`config.mk`:
```
export PLATFORM = sky130hd
export DESIGN_NAME = dmem_arb
export DESIGN_NICKNAME = d
export VERILOG_FILES = /design/src/rtl/dmem_arb.sv
export SDC_FILE = /design/constraint.sdc
export NUM_CORES = 1
export LEC_CHECK = 0
export ABC_CLOCK_PERIOD_IN_PS = 3800
export CORE_MARGIN = 10
export CORE_UTILIZATION = 34
export CTS_CLUSTER_DIAMETER = 50
export DETAILED_ROUTE_END_ITERATION = 16
export GPL_ROUTABILITY_DRIVEN = 0
export PLACE_DENSITY_LB_ADDON = 0.3
export SYNTH_ARGS = -nofsm -noshare
export SYNTH_HDL_FRONTEND = slang
export SYNTH_SLANG_ARGS = --single-unit
```
`constraint.sdc`:
```
create_clock -name clk -period 3.8 [get_ports clk]
set_clock_uncertainty 0.2 [all_clocks]
set_input_delay 0.76 -clock clk [delete_from_list [all_inputs] [get_ports clk]]
set_output_delay 0.76 -clock clk [all_outputs]
set_load 0.01 [all_outputs]
```
`src/rtl/dmem_arb.sv`:
```
// dmem_arb: shares one data memory between the CPU port (C) and a DMA/debug port (D).
// Zero-latency grants, locked bursts, bounded starvation; define DMEM_ARB_RR_EN for round-robin ties.
module dmem_arb #(
    parameter int DW      = 16,
    parameter int AW      = 8,
    parameter int MAXWAIT = 4,
    parameter int LOCKMAX = 8
) (
    input  logic          clk,
    input  logic          rst,
    input  logic          c_req,
    input  logic          c_we,
    input  logic          c_lock,
    input  logic [AW-1:0] c_addr,
    input  logic [DW-1:0] c_wd,
    input  logic          d_req,
    input  logic          d_we,
    input  logic          d_lock,
    input  logic [AW-1:0] d_addr,
    input  logic [DW-1:0] d_wd,
    output logic          c_gnt,
    output logic          d_gnt,
    output logic [DW-1:0] c_rd,
    output logic [DW-1:0] d_rd,
    output logic [AW-1:0] m_addr,
    output logic [DW-1:0] m_wd,
    output logic          m_we,
    input  logic [DW-1:0] m_rd,
    output logic          busy,
    output logic          starve
);

    localparam int WCW = $clog2(MAXWAIT + 1);
    localparam int LCW = $clog2(LOCKMAX);
    localparam logic [WCW-1:0] WMAX  = WCW'(MAXWAIT);
    localparam logic [LCW-1:0] LLAST = LCW'(LOCKMAX - 1);

    typedef enum logic [1:0] {
        IDLE  = 2'd0,
        LOCKC = 2'd1,
        LOCKD = 2'd2
    } state_t;

    state_t         state_q, state_d;
    logic [LCW-1:0] lcnt_q, lcnt_d;
    logic [WCW-1:0] wait_c_q, wait_c_d;
    logic [WCW-1:0] wait_d_q, wait_d_d;
    logic           last_d_q, last_d_d;   // D won the most recent IDLE arbitration
    logic           rel_q, rel_d;         // previous cycle was a forced lock release
    logic           rel_c_q, rel_c_d;     // the force-released owner was C
    logic           busy_q, busy_d;
    logic           starve_q, starve_d;
`ifdef DMEM_ARB_RR_EN
    logic           rr_d_q, rr_d_d;       // D wins the next plain conflict
`endif

    logic gc, gd, pick_d, c_sat, d_sat;

    always_comb begin
        // NOTE: every signal driven here gets a default first so no path can infer a latch.
        state_d  = state_q;
        lcnt_d   = lcnt_q;
        last_d_d = last_d_q;
        rel_d    = 1'b0;
        rel_c_d  = rel_c_q;
`ifdef DMEM_ARB_RR_EN
        rr_d_d   = rr_d_q;
`endif
        gc       = 1'b0;
        gd       = 1'b0;
        c_sat    = (wait_c_q == WMAX);
        d_sat    = (wait_d_q == WMAX);

        // Conflict resolution: forced release, then starvation, then the default policy.
        if (rel_q)               pick_d = rel_c_q;
        else if (c_sat && d_sat) pick_d = ~last_d_q;
        else if (d_sat)          pick_d = 1'b1;
        else if (c_sat)          pick_d = 1'b0;
        else begin
`ifdef DMEM_ARB_RR_EN
            pick_d = rr_d_q;
`else
            pick_d = 1'b0;
`endif
        end

        case (state_q)
            IDLE: begin
                if (c_req && d_req) begin
                    gd = pick_d;
                    gc = ~pick_d;
`ifdef DMEM_ARB_RR_EN
                    rr_d_d = ~pick_d;
`endif
                end else begin
                    gc = c_req;
                    gd = d_req;
                end
                if (gc || gd) last_d_d = gd;
                if (gc && c_lock) begin
                    state_d = LOCKC;
                    lcnt_d  = LCW'(1);
                end else if (gd && d_lock) begin
                    state_d = LOCKD;
                    lcnt_d  = LCW'(1);
                end
            end
            LOCKC: begin
                gc     = c_req;
                lcnt_d = lcnt_q + LCW'(1);
                if (!c_lock || !c_req || lcnt_q == LLAST) state_d = IDLE;
                if (lcnt_q == LLAST) begin
                    rel_d   = 1'b1;
                    rel_c_d = 1'b1;
                end
            end
            LOCKD: begin
                gd     = d_req;
                lcnt_d = lcnt_q + LCW'(1);
                if (!d_lock || !d_req || lcnt_q == LLAST) state_d = IDLE;
                if (lcnt_q == LLAST) begin
                    rel_d   = 1'b1;
                    rel_c_d = 1'b0;
                end
            end
            default: state_d = IDLE;
        endcase

        if (!c_req || gc)  wait_c_d = '0;
        else if (c_sat)    wait_c_d = WMAX;
        else               wait_c_d = wait_c_q + WCW'(1);

        if (!d_req || gd)  wait_d_d = '0;
        else if (d_sat)    wait_d_d = WMAX;
        else               wait_d_d = wait_d_q + WCW'(1);

        busy_d   = (state_d != IDLE);
        starve_d = (wait_c_d == WMAX) || (wait_d_d == WMAX);
    end

    // Grants are forced low while reset is held so no write can slip into dmem.
    assign c_gnt  = gc & rst;
    assign d_gnt  = gd & rst;
    assign m_addr = c_gnt ? c_addr : (d_gnt ? d_addr : '0);
    assign m_wd   = c_gnt ? c_wd   : (d_gnt ? d_wd   : '0);
    assign m_we   = (c_gnt & c_we) | (d_gnt & d_we);
    assign c_rd   = m_rd;
    assign d_rd   = m_rd;
    assign busy   = busy_q;
    assign starve = starve_q;

    // NOTE: sequential state uses non-blocking assignments so all registers update together.
    always_ff @(posedge clk or negedge rst) begin
        if (!rst) begin
            state_q  <= IDLE;
            lcnt_q   <= '0;
            wait_c_q <= '0;
            wait_d_q <= '0;
            last_d_q <= 1'b1;
            rel_q    <= 1'b0;
            rel_c_q  <= 1'b0;
            busy_q   <= 1'b0;
            starve_q <= 1'b0;
`ifdef DMEM_ARB_RR_EN
            rr_d_q   <= 1'b0;
`endif
        end else begin
            state_q  <= state_d;
            lcnt_q   <= lcnt_d;
            wait_c_q <= wait_c_d;
            wait_d_q <= wait_d_d;
            last_d_q <= last_d_d;
            rel_q    <= rel_d;
            rel_c_q  <= rel_c_d;
            busy_q   <= busy_d;
            starve_q <= starve_d;
`ifdef DMEM_ARB_RR_EN
            rr_d_q   <= rr_d_d;
`endif
        end
    end

endmodule

```
==> impl_metrics.json, run 1 <==
{
  "path_class": "in2out",
  "num_io_pins": 133,
  "layout_min_cycle_time_ns": 3.67,
  "synth_warnings": 0,
  "power_density_nw_per_um2": 419,
  "fin_ws_ns": 0.135,
  "crit_slowest_cell": "clkdlybuf4s50_1",
  "final.period_utilization_pct": 96.4,
  "grt_max_degree": 25,
  "tightestPinTransition_ns": 0.458,
  "regArea_sq_um": 402,
  "overflow": 0,
  "drt_first_pass_iters": 4,
  "core-area_sq_um": 4320,
  "crit_required_ns": 2.84,
  "final_common_cell": "clkdlybuf4s50_1",
  "synth_flop_cell": "dfrtp_1",
  "cts_buffer_depth": 2,
  "crit_top_cell": "clkdlybuf4s50_1",
  "antenna_found_initial": 0,
  "die_w_um": 86.7,
  "yosysSeqAreaShare_pct": 26.6,
  "clkTransAtPathRegs_ns": 0.07,
  "yosys.area.top_type": "dfrtp_1",
  "relSlewSlack_pct": 69.4,
  "syn_inst": 164,
  "synthTopCellsByArea": "dfrtp_1, buf_4, a22o_1, ha_1, buf_6",
  "async_flop_share_pct": 100,
  "synth_area_sq_um": 1510,
  "synth_edf_count": 0,
  "cts_hold_repair.buffers": 0,
  "hold_viol": 0,
  "vdd_drop_max_mv": 0.312,
  "layout_common_cells": "clkdlybuf4s50_1, a22o_1, dfrtp_1",
  "clk_latency_ns": 0.25,
  "synth.distinct_cells": 39,
  "rows": 24,
  "nets": 306,
  "power_leakage_nw": 0.938,
  "antenna_cells": 0,
  "max_freq_mhz": 273,
  "crit_chain": "clkdlybuf4s50_1 -> nand2_1 -> a21oi_1 -> o21ai_0 -> a21oi_4 -> buf_12 -> a22o_1 -> clkdlybuf4s50_1",
  "crit_path_end_kind": "output port",
  "via_per_inst": 5.10,
  "utilization_pct": 52.4,
  "area_growth_pct": 49.9,
  "drt-initial-drc-count": 61,
  "grt_pass1_wl_um": 8100,
  "drive_above_1_share_pct": 9.87,
  "dieArea_sq_um": 7510,
  "whs_ns": 0.289,
  "worstPathArrival_ns": 2.71,
  "hpwl_um": 4210,
  "tns_ns": 0,
  "ant_nets": 0,
  "wirelength_um": 5120,
  "io_buffers": 84,
  "htree_levels": 1,
  "num_vias": 1403,
  "cts-root-buf": "clkbuf_8",
  "max_stage_delay_ns": 0.55,
  "finalSetupViolCount": 0,
  "ys_seq_elements": 16,
  "crit_path_start_kind": "input pin",
  "crit_family": "buffers and inverters",
  "multiInputGateArea_sq_um": 795,
  "hold_class": "reg2reg",
  "clock_sinks": 16,
  "synth_nets": 246,
  "rsz0062_at_grt": "no",
  "grt_util_all_layers_pct": 13.3,
  "drv_slew": 0,
  "syn_avg_cell_area_sq_um": 9.22,
  "die-height_um": 86.7,
  "first_global_vias": 1432,
  "numCtsBuffers": 3,
  "path_max_fanout": 24,
  "wl_per_cell_um": 18.6,
  "cts_tree": "yes",
  "cts_setup_buffers": 0,
  "status": "complete, no violations",
  "synth_top_area_share_pct": 24.8,
  "cp_num_buf_inv": 3,
  "post-place-ws_ns": -0.134,
  "nFillCells": 403,
  "start_util_pct": 35.0,
  "drc": 0,
  "cap_viol_max_count": 0
}
-- worst register-to-register path: cells and delay by family, from the launching register on --
| kind | cells | cell delay [ns] |
|---|---|---|
| flip-flops | 1 | 0.39 |
| buffers and inverters | 2 | 0.22 |
| AO/OA/AOI/OAI | 2 | 0.57 |
| adder cells (fa/ha/maj) | 1 | 0.24 |
| AND/OR/NAND/NOR | 3 | 0.55 |
-- stage by stage --
stage	total power, mW	instance area (sq um)	instances
after global placement	0.790	2200	270
after global routing	1.02	2270	275
after floorplan	0.589	1510	164
final	0.950	2270	275
after CTS	0.961	2260	275
after detailed placement	0.797	2200	270
-- layer usage --
metal	vias to the layer above	part of all wire (%)	wire length, um	GRT usage [%]
met4	0	1.5	79	2.95
met1	641	41	2070	15.7
met2	49	50	2570	23.9
met3	25	7.7	393	3.00
met5	-	0	0	0
li1	688	-	-	-
-- final cells by class --
class / count / share of cell area [%]
timing repair buffer: 93 / 40.8
multi-input combinational: 103 / 35.1
sequential: 16 / 17.7
tap: 52 / 2.87
clock buffer: 4 / 2.43
inverter: 7 / 1.16
-- power breakdown --
group          total (mW)  internal, mW  leakage [nW]  switching, mW
Combinational       0.547         0.295         0.698          0.252
Clock               0.154        0.0920        0.0288         0.0624
Sequential          0.249         0.216         0.210         0.0327
-- sequential cells by signal, indices dropped and copies added (netlist names) --
signal,cells
lcnt_q,3
wait_c_q,3
wait_d_q,3
state_q,2
busy,1
last_d_q,1
rel_c_q,1
rel_q,1
starve,1
-- timing repair --
| item | CTS | global route |
|---|---|---|
| endpoints found under the setup margin | 26 | 25 |
| gates cloned | 1 | 0 |
| hold endpoints to repair | 0 | 0 |
| gates resized for setup | 1 | 1 |
| pin swaps | 1 | 1 |
-- path summary, 6_finish.rpt --
kind | start | endpoint | slack [ns] | depth (start not counted)
setup / recovery | rst | m_wd[1] | 0.13 | 8
hold / removal | lcnt_q[0]$_DFFE_PN0P_ | lcnt_q[0]$_DFFE_PN0P_ | 0.29 | 1
setup reg to reg | wait_c_q[0]$_DFF_PN0_ | starve$_DFF_PN0_ | 1.53 | 8
hold reg to reg | lcnt_q[0]$_DFFE_PN0P_ | lcnt_q[0]$_DFFE_PN0P_ | 0.29 | 1
max in group asynchronous | rst | last_d_q$_DFFE_PN1P_ | 2.40 | 2
min in group asynchronous | rst | state_q[0]$_DFF_PN0_ | 0.76 | 2
-- synthesized netlist by cell type, drive strengths merged (2+ instances only) --
master   n
nand3    4
a22o    27
ha      10
nor3     3
nor2    10
and2     2
a21oi    8
inv      7
and3     3
nand2   11
clkbuf   2
dfrtp   15
buf     37
o21ai    5
-- cells by family after synthesis --
logic type	Yosys count	synth area share, %
AO/OA/AOI/OAI	52	29.6
XOR/XNOR	1	0.580
multiplexers	1	0.662
flip-flops	16	26.6
buffers and inverters	46	21.6
adder cells (fa/ha/maj)	10	8.28
AND/OR/NAND/NOR	38	12.7
No activity file was read; power rests on OpenSTA's default activity.
==> inputs of run 2 (changes only) <==
- TNS_END_PERCENT: not set -> 20
==> results of run 2 <==
Same layout as run 1: the final DEF is identical, and so are final timing and power.
